==> config.mk <==
export PLATFORM = sky130hd
export DESIGN_NAME = verilog_test_4
export DESIGN_NICKNAME = d
export VERILOG_FILES = /design/src/rtl/verilog_test_4_pkg.sv /design/src/rtl/verilog_test_4_sync.sv /design/src/rtl/verilog_test_4.sv
export SDC_FILE = /design/constraint.sdc
export NUM_CORES = 1
export LEC_CHECK = 0
export CAP_MARGIN = 20
export CORE_MARGIN = 2
export CORE_UTILIZATION = 40
export DETAILED_ROUTE_END_ITERATION = 12
export GPL_ROUTABILITY_DRIVEN = 0
export PLACE_DENSITY = 0.79
export SYNTH_ARGS = -nofsm -noshare
export SYNTH_HDL_FRONTEND = slang
export SYNTH_SLANG_ARGS = --single-unit
==> constraint.sdc <==
create_clock -name clk -period 2.1 [get_ports clk]
set_clock_uncertainty 0.2 [all_clocks]
set_input_delay 0.315 -clock clk [delete_from_list [all_inputs] [get_ports clk]]
set_output_delay 0.315 -clock clk [all_outputs]
set_load 0.01 [all_outputs]
==> src/rtl/verilog_test_4_pkg.sv <==
// Shared constants and helpers for the 5-input synchronised threshold/parity block.
package verilog_test_4_pkg;

  localparam int unsigned NUM_INPUTS      = 5;
  localparam int unsigned CNT_W           = 3;
  localparam int unsigned DEF_SYNC_STAGES = 2;
  localparam int unsigned DEF_THRESHOLD   = 3;

  function automatic logic [CNT_W-1:0] popcount(input logic [NUM_INPUTS-1:0] v);
    logic [CNT_W-1:0] s;
    s = '0;
    for (int i = 0; i < NUM_INPUTS; i++) begin
      s = s + CNT_W'(v[i]);
    end
    return s;
  endfunction

endpackage

==> src/rtl/verilog_test_4_sync.sv <==
// Single-bit multi-flop synchroniser with asynchronous active-low clear.
module verilog_test_4_sync #(
  parameter int unsigned Stages = 2
) (
  input  logic clk,
  input  logic rst_n,
  input  logic i_d,
  output logic o_q
);

  logic [Stages-1:0] r_chain;

  always_ff @(posedge clk or negedge rst_n) begin
    if (!rst_n) begin
      r_chain <= '0;
    end else begin
      r_chain <= {r_chain[Stages-2:0], i_d};
    end
  end

  assign o_q = r_chain[Stages-1];

endmodule

==> src/rtl/verilog_test_4.sv <==
// Synchronises five async inputs, then registers popcount, threshold result, parity
// and a one-cycle change pulse for the threshold result.
module verilog_test_4
  import verilog_test_4_pkg::*;
#(
  parameter int unsigned SYNC_STAGES = DEF_SYNC_STAGES,
  parameter int unsigned THRESHOLD   = DEF_THRESHOLD
) (
  input  logic             clk,
  input  logic             rst_n,
  input  logic             A,
  input  logic             B,
  input  logic             C,
  input  logic             D,
  input  logic             E,
  output logic             Y,
  output logic [CNT_W-1:0] ones_cnt,
  output logic             par,
  output logic             y_chg
);

  localparam logic [CNT_W-1:0] ThreshCnt = CNT_W'(THRESHOLD);

  logic [NUM_INPUTS-1:0] w_raw;
  logic [NUM_INPUTS-1:0] w_sync;
  logic [CNT_W-1:0]      w_cnt;
  logic                  w_y;
  logic                  w_par;

  logic                  r_y;
  logic [CNT_W-1:0]      r_cnt;
  logic                  r_par;
  logic                  r_y_chg;

  assign w_raw = {A, B, C, D, E};

  for (genvar gi = 0; gi < NUM_INPUTS; gi++) begin : g_sync
    verilog_test_4_sync #(
      .Stages(SYNC_STAGES)
    ) u_sync (
      .clk  (clk),
      .rst_n(rst_n),
      .i_d  (w_raw[gi]),
      .o_q  (w_sync[gi])
    );
  end

  assign w_cnt = popcount(w_sync);
  assign w_y   = (w_cnt >= ThreshCnt);
  assign w_par = ^w_sync;

  // All results share one register stage so they always update together.
  always_ff @(posedge clk or negedge rst_n) begin
    if (!rst_n) begin
      r_y     <= 1'b0;
      r_cnt   <= '0;
      r_par   <= 1'b0;
      r_y_chg <= 1'b0;
    end else begin
      r_y     <= w_y;
      r_cnt   <= w_cnt;
      r_par   <= w_par;
      r_y_chg <= (w_y != r_y);
    end
  end

  assign Y        = r_y;
  assign ones_cnt = r_cnt;
  assign par      = r_par;
  assign y_chg    = r_y_chg;

endmodule

==> results of run 1 <==
==> through the flow <==
stage	utilization, %	worst slack [ps]	TNS [ps]	std cells
2_1_floorplan	-	-2.264	-2.264	33
3_3_place_gp	54.04	-11.39	-11.39	62
3_5_place_dp	54.04	-84.61	-84.61	62
4_1_cts	57.35	-46.25	-46.25	66
5_1_grt	57.35	-112.8	-112.8	66
6_report	57.35	-43.02	-43.02	66
==> layout make-up <==
type / count / area, um^2 / area share (%)
Multi-Input combinational cell: 9 / 122.6 / 16.64
Sequential cell: 16 / 400.4 / 54.33
Timing Repair Buffer: 15 / 142.6 / 19.35
Clock buffer: 3 / 22.52 / 3.056
Inverter: 8 / 30.03 / 4.075
Tap cell: 15 / 18.77 / 2.547
==> report_power, final <==
group          leakage [nW]  internal, mW  switching (mW)  total [mW]
clock network        0.0138        0.0662          0.0783       0.145
logic                 0.151        0.0889          0.0591       0.148
registers             0.188         0.347          0.0133       0.360
total                 0.352         0.502           0.151       0.653
==> repair_timing <==
| item | 4_1_cts | 5_1_grt |
|---|---|---|
| resized for setup | 3 | 1 |
| setup endpoints to repair | 1 | 1 |
| setup buffers | 1 | 0 |
| pin swaps | 1 | 1 |
==> state kept, by name (all words and copies together), names as in the netlist <==
name,cells
y_chg,1
par,1
g_sync.u_sync.r_chain,10
ones_cnt,3
Y,1
==> path summary, 6_finish.rpt <==
kind                       slack [ps]                                    end  depth (start not counted)
hold / removal                    150  g_sync[0].u_sync.r_chain[1]$_DFF_PN0_                          0
min in group asynchronous         170                  ones_cnt[0]$_DFF_PN0_                          2
hold reg to reg                   150  g_sync[0].u_sync.r_chain[1]$_DFF_PN0_                          0
max in group asynchronous        1360  g_sync[1].u_sync.r_chain[1]$_DFF_PN0_                          2
setup / recovery                  -40                        y_chg$_DFF_PN0_                          7
setup reg to reg                  -40                        y_chg$_DFF_PN0_                          7
==> synthesized netlist by cell type <==
library cell  number  area, um^2
dfrtp_1           16       400.4
inv_1              8       30.03
fa_1               2       40.04
ha_1               2       25.02
xnor2_1            2       17.52
xor2_1             2       17.52
a21o_1             1       7.510
==> per-layer routing <==
metal / routed length (um) / vias to the layer above / part of all wire, %
li1: - / 130 / -
met1: 250 / 143 / 36
met2: 402 / 12 / 58
met3: 36 / 0 / 5.2
met4: 0 / 0 / 0
met5: 0 / - / 0
==> logic make-up (layout without fill, tap and decap cells) <==
| family | Yosys count | in the layout | share of synthesized area (%) |
|---|---|---|---|
| DFF | 16 | 16 | 74.42 |
| buffers and inverters | 8 | 26 | 5.582 |
| adders and majority gates | 4 | 4 | 12.09 |
| xor gates and xnor gates | 4 | 4 | 6.513 |
| AOI/OAI and AO/OA | 1 | 1 | 1.396 |
==> metrics.cfg, run 1 <==
[outcome]
status = finished with violations
failed_checks = setup timing

[drt]
drtIter0Drc = 0
via_per_inst = 4.318
drc = 0
wirelength_um = 690
ant_nets = 0
wire_per_inst_um = 10.45
drt_first_pass_iters = 1
num_vias = 285

[synthesis]
yosysWarnings = 0
ys_types = 7
syn_area_um2 = 538.0
synthCells = 33
synthesis.nets = 44
synth_seq_area_share_pct = 74.42
syn_area_per_cell_um2 = 16.30
ys_ff_latch = 16

[floorplan]
num_rows = 13
initial_core_util_pct = 41.87
dieHeight_um = 40.68
die_w_um = 40.68
dieArea_mm2 = 0.001654
io_pins = 13
core_area_mm2 = 0.001285

[critical_path]
worstSetupPathType = reg -> reg
cpMaxStageDelayCell = fa_1
path_delay_family = adder cells
crit_path_max_fanout = 2
cp_common_cell = inv_2
cp-end-kind = flip-flop
crit_required_ps = 2060
path_buf_inv = 2
cp-startpoint = g_sync[3].u_sync.r_chain[1]$_DFF_PN0_
slowest_delay_ps = 500
crit_chain = inv_2 > fa_1 > fa_2 > inv_2 > ha_4 > a21o_1 > xor2_1
cp_data_arrival_time_ps = 2100
startpoint_type = flip-flop
rr_startpoint = g_sync[3].u_sync.r_chain[1]$_DFF_PN0_

[power_and_ir_drop]
finalPower_mw = 0.6528
p_leak_nw = 0.3524
p_per_area_mw_per_mm2 = 885.8
peakVddDrop_mv = 0.4070

[timing]
worst_slack_ps = -43.02
finalSetupViolCount = 1
rsz0062_at_grt = true
worstMarginPinSlew_ps = 198.6
min_period_over_period_pct = 102.0
relSlewSlack_pct = 86.76
timing.fmax_mhz = 466.6
finalHoldViolCount = 0
min_period_ps = 2143
hold_slack_ps = 152.6
drv_slew = 0

[global_route]
grt_max_degree = 17
grt_use_met1_pct = 10.47
met3_usage_pct = 4.891
grt_first_pass_wirelength_mm = 1.124
grtUsageTotal_pct = 11.90
grt_overflow = 0
antenna_found_initial = 0
top_usage_layer = met2
grt_use_met2_pct = 20.63
grt_pass1_vias = 282

[finish]
design_area_um2 = 737.0
final_cell_mix = dfrtp_1, clkdlybuf4s50_1, inv_1
antenna_cells = 0
final_common_cell = dfrtp_1
fillers = 121
drive_gt1_share_pct = 21.57
nNetsFinal = 64
syn2layout_area_growth_pct = 36.98

[cts]
cts_tree = yes
clk_pin_slew_ps = 80
cts_buffers = 3
cts.sinks = 16
hold_buffers = 0
clk_root_buffer_cell = clkbuf_4
htree_levels = 1
clock_latency_ps = 270
clock_path_buffers = 2

[placement]
portBuffers = 12
placement.cell_area_um2 = 694.4
dpl.hpwl_um = 516.1

[hold_path]
hold_class = reg -> reg
min-delay-start = g_sync[0].u_sync.r_chain[0]$_DFF_PN0_

[job]
maxCapViolCount = 0

No activity file was read; power rests on OpenSTA's default activity.
==> run 2, diff against run 1 <==
Settings changed: CAP_MARGIN 20 to default, CTS_CLUSTER_SIZE from default to 25, PLACE_DENSITY 0.79 to default, PLACE_DENSITY_LB_ADDON from default to 0.15.
==> metrics.cfg, run 2 (synthesis results as in run 1) <==
[floorplan]
num_rows = 13
dieHeight_um = 40.68
core_area_mm2 = 0.001285
io_pins = 13
die_w_um = 40.68
initial_core_util_pct = 41.87
dieArea_mm2 = 0.001654

[timing]
drv_slew = 0
min_period_over_period_pct = 102.0
timing.fmax_mhz = 466.9
finalHoldViolCount = 0
rsz0062_at_grt = true
hold_slack_ps = 152.0
relSlewSlack_pct = 54.93
finalSetupViolCount = 1
worst_slack_ps = -42.01
worstMarginPinSlew_ps = 673.9
min_period_ps = 2142

[critical_path]
path_buf_inv = 2
r2r_slack_ps = -40
r2r_end = y_chg$_DFF_PN0_
cp-startpoint = g_sync[1].u_sync.r_chain[1]$_DFF_PN0_
cpMaxStageDelayCell = fa_1
cp_data_arrival_time_ps = 2100
slowest_delay_ps = 440
rr_startpoint = g_sync[1].u_sync.r_chain[1]$_DFF_PN0_
timing.critical_path.to = y_chg$_DFF_PN0_
worst_r2r_path_depth = 7
worstSetupPathType = reg -> reg
crit_path_max_fanout = 2
path_delay_family = adder cells
crit_required_ps = 2060
cp-end-kind = flip-flop
crit_chain = inv_1 > fa_1 > fa_2 > inv_2 > ha_4 > a21o_1 > xor2_1
startpoint_type = flip-flop
crit_cells = 7

[finish]
syn2layout_area_growth_pct = 38.14
design_area_um2 = 743.2
multi_input_area_um2 = 122.6
regMostFlops = g_sync.u_sync.r_chain
final_common_cell = dfrtp_1
final_cell_mix = dfrtp_1, clkdlybuf4s50_1, inv_1
largest_reg_flops = 10
drive_gt1_share_pct = 19.61
seqCellArea_um2 = 400.4
nNetsFinal = 63
fillers = 103
antenna_cells = 0
final_cell_count_no_fill = 66

[drt]
wire_per_inst_um = 9.273
drtIter0Drc = 0
num_vias = 268
wirelength_um = 612
ant_nets = 0
via_per_inst = 4.061
drc = 0
drt_first_pass_iters = 1

[cts]
cts_tree = yes
clock_latency_ps = 270
cts.sinks = 16
clk_root_buffer_cell = clkbuf_4
clock_path_buffers = 2
clk_pin_slew_ps = 90
cts_buffers = 3
htree_levels = 1
hold_buffers = 0

[job]
maxCapViolCount = 0

[placement]
place_ws_ps = -58.52
portBuffers = 12
placedCellCount = 61
dpl.hpwl_um = 459.4
placement.cell_area_um2 = 686.9

[power_and_ir_drop]
p_leak_nw = 0.3558
peakVddDrop_mv = 0.4857
p_per_area_mw_per_mm2 = 932.7
finalPower_mw = 0.6932

[outcome]
failed_checks = setup timing
status = finished with violations

[hold_path]
hold_class = reg -> reg

[global_route]
antenna_found_initial = 0
grt_overflow = 0
grt_pass1_vias = 263
grt_max_degree = 17
grt_first_pass_wirelength_mm = 1.062
grtUsageTotal_pct = 10.98

==> run 2: changes by cell type in the layout (fill, tap and decap cells not counted), sizes merged <==
cell    change
clkbuf      +1
buf         -1
==> run 2: worst min-delay path by stage <==
stage / startpoint / to / slack (ps) / depth (start not counted)
floorplan: rst_n / Y$_DFF_PN0_ / -180 / 0
global placement: g_sync[4].u_sync.r_chain[0]$_DFF_PN0_ / g_sync[4].u_sync.r_chain[1]$_DFF_PN0_ / 130 / 0
detailed placement: g_sync[4].u_sync.r_chain[0]$_DFF_PN0_ / g_sync[4].u_sync.r_chain[1]$_DFF_PN0_ / 140 / 0
CTS: g_sync[4].u_sync.r_chain[0]$_DFF_PN0_ / g_sync[4].u_sync.r_chain[1]$_DFF_PN0_ / 160 / 0
global route: g_sync[0].u_sync.r_chain[0]$_DFF_PN0_ / g_sync[0].u_sync.r_chain[1]$_DFF_PN0_ / 160 / 0
finish: g_sync[4].u_sync.r_chain[0]$_DFF_PN0_ / g_sync[4].u_sync.r_chain[1]$_DFF_PN0_ / 150 / 0
==> run 2: power by group <==
group	leakage, nW	internal (mW)	switching [mW]
Combinational	0.147	0.0870	0.0578
Sequential	0.188	0.347	0.0124
Clock	0.0210	0.105	0.0839
Total	0.356	0.539	0.154
==> run 2: final cells by class <==
| type | instances | share of cell area [%] |
|---|---|---|
| timing repair buffer | 14 | 18.18 |
| clock buffer | 4 | 4.882 |
| tap | 15 | 2.525 |
| inverter | 8 | 4.040 |
| multi-input combinational | 9 | 16.50 |
| sequential | 16 | 53.87 |
==> run 2: per-layer routing <==
metal | part of all wire [%] | global-route usage (%) | up-vias | wire length (um)
met5 | 0 | 0 | - | 0
met4 | 0 | 7.500 | 0 | 0
met3 | 7.4 | 4.891 | 0 | 45
met2 | 53 | 15.87 | 11 | 324
met1 | 40 | 13.04 | 128 | 243
li1 | - | - | 129 | -
==> run 2: per-stage QoR <==
step                utilization [%]  setup TNS [ps]
floorplan                         -          -2.264
global placement              53.46          -30.86
detailed placement            53.46          -58.52
CTS                           57.84          -40.62
global route                  57.84          -112.5
finish                        57.84          -42.01
==> run 2: repair_timing <==
action / 4_1_cts / 5_1_grt
endpoints found under the hold margin: 0 / 0
cloned: 0 / 0
buffers inserted: 1 / 0
gates resized for setup: 3 / 0
endpoints found under the setup margin: 1 / 1
==> run 3, diff against run 2 <==
--- a/constraint.sdc
+++ b/constraint.sdc
@@ -4,2 +4,2 @@
 set_output_delay 0.315 -clock clk [all_outputs]
-set_load 0.01 [all_outputs]
+set_load 0.005 [all_outputs]
==> results of run 3 <==
The final DEF is identical to that of run 2. Status: finished with violations: setup timing.
Among the figures that moved: total power 0.6932 mW -> 0.6806 mW; worst IR drop on VDD 0.4857 mV -> 0.4830 mV
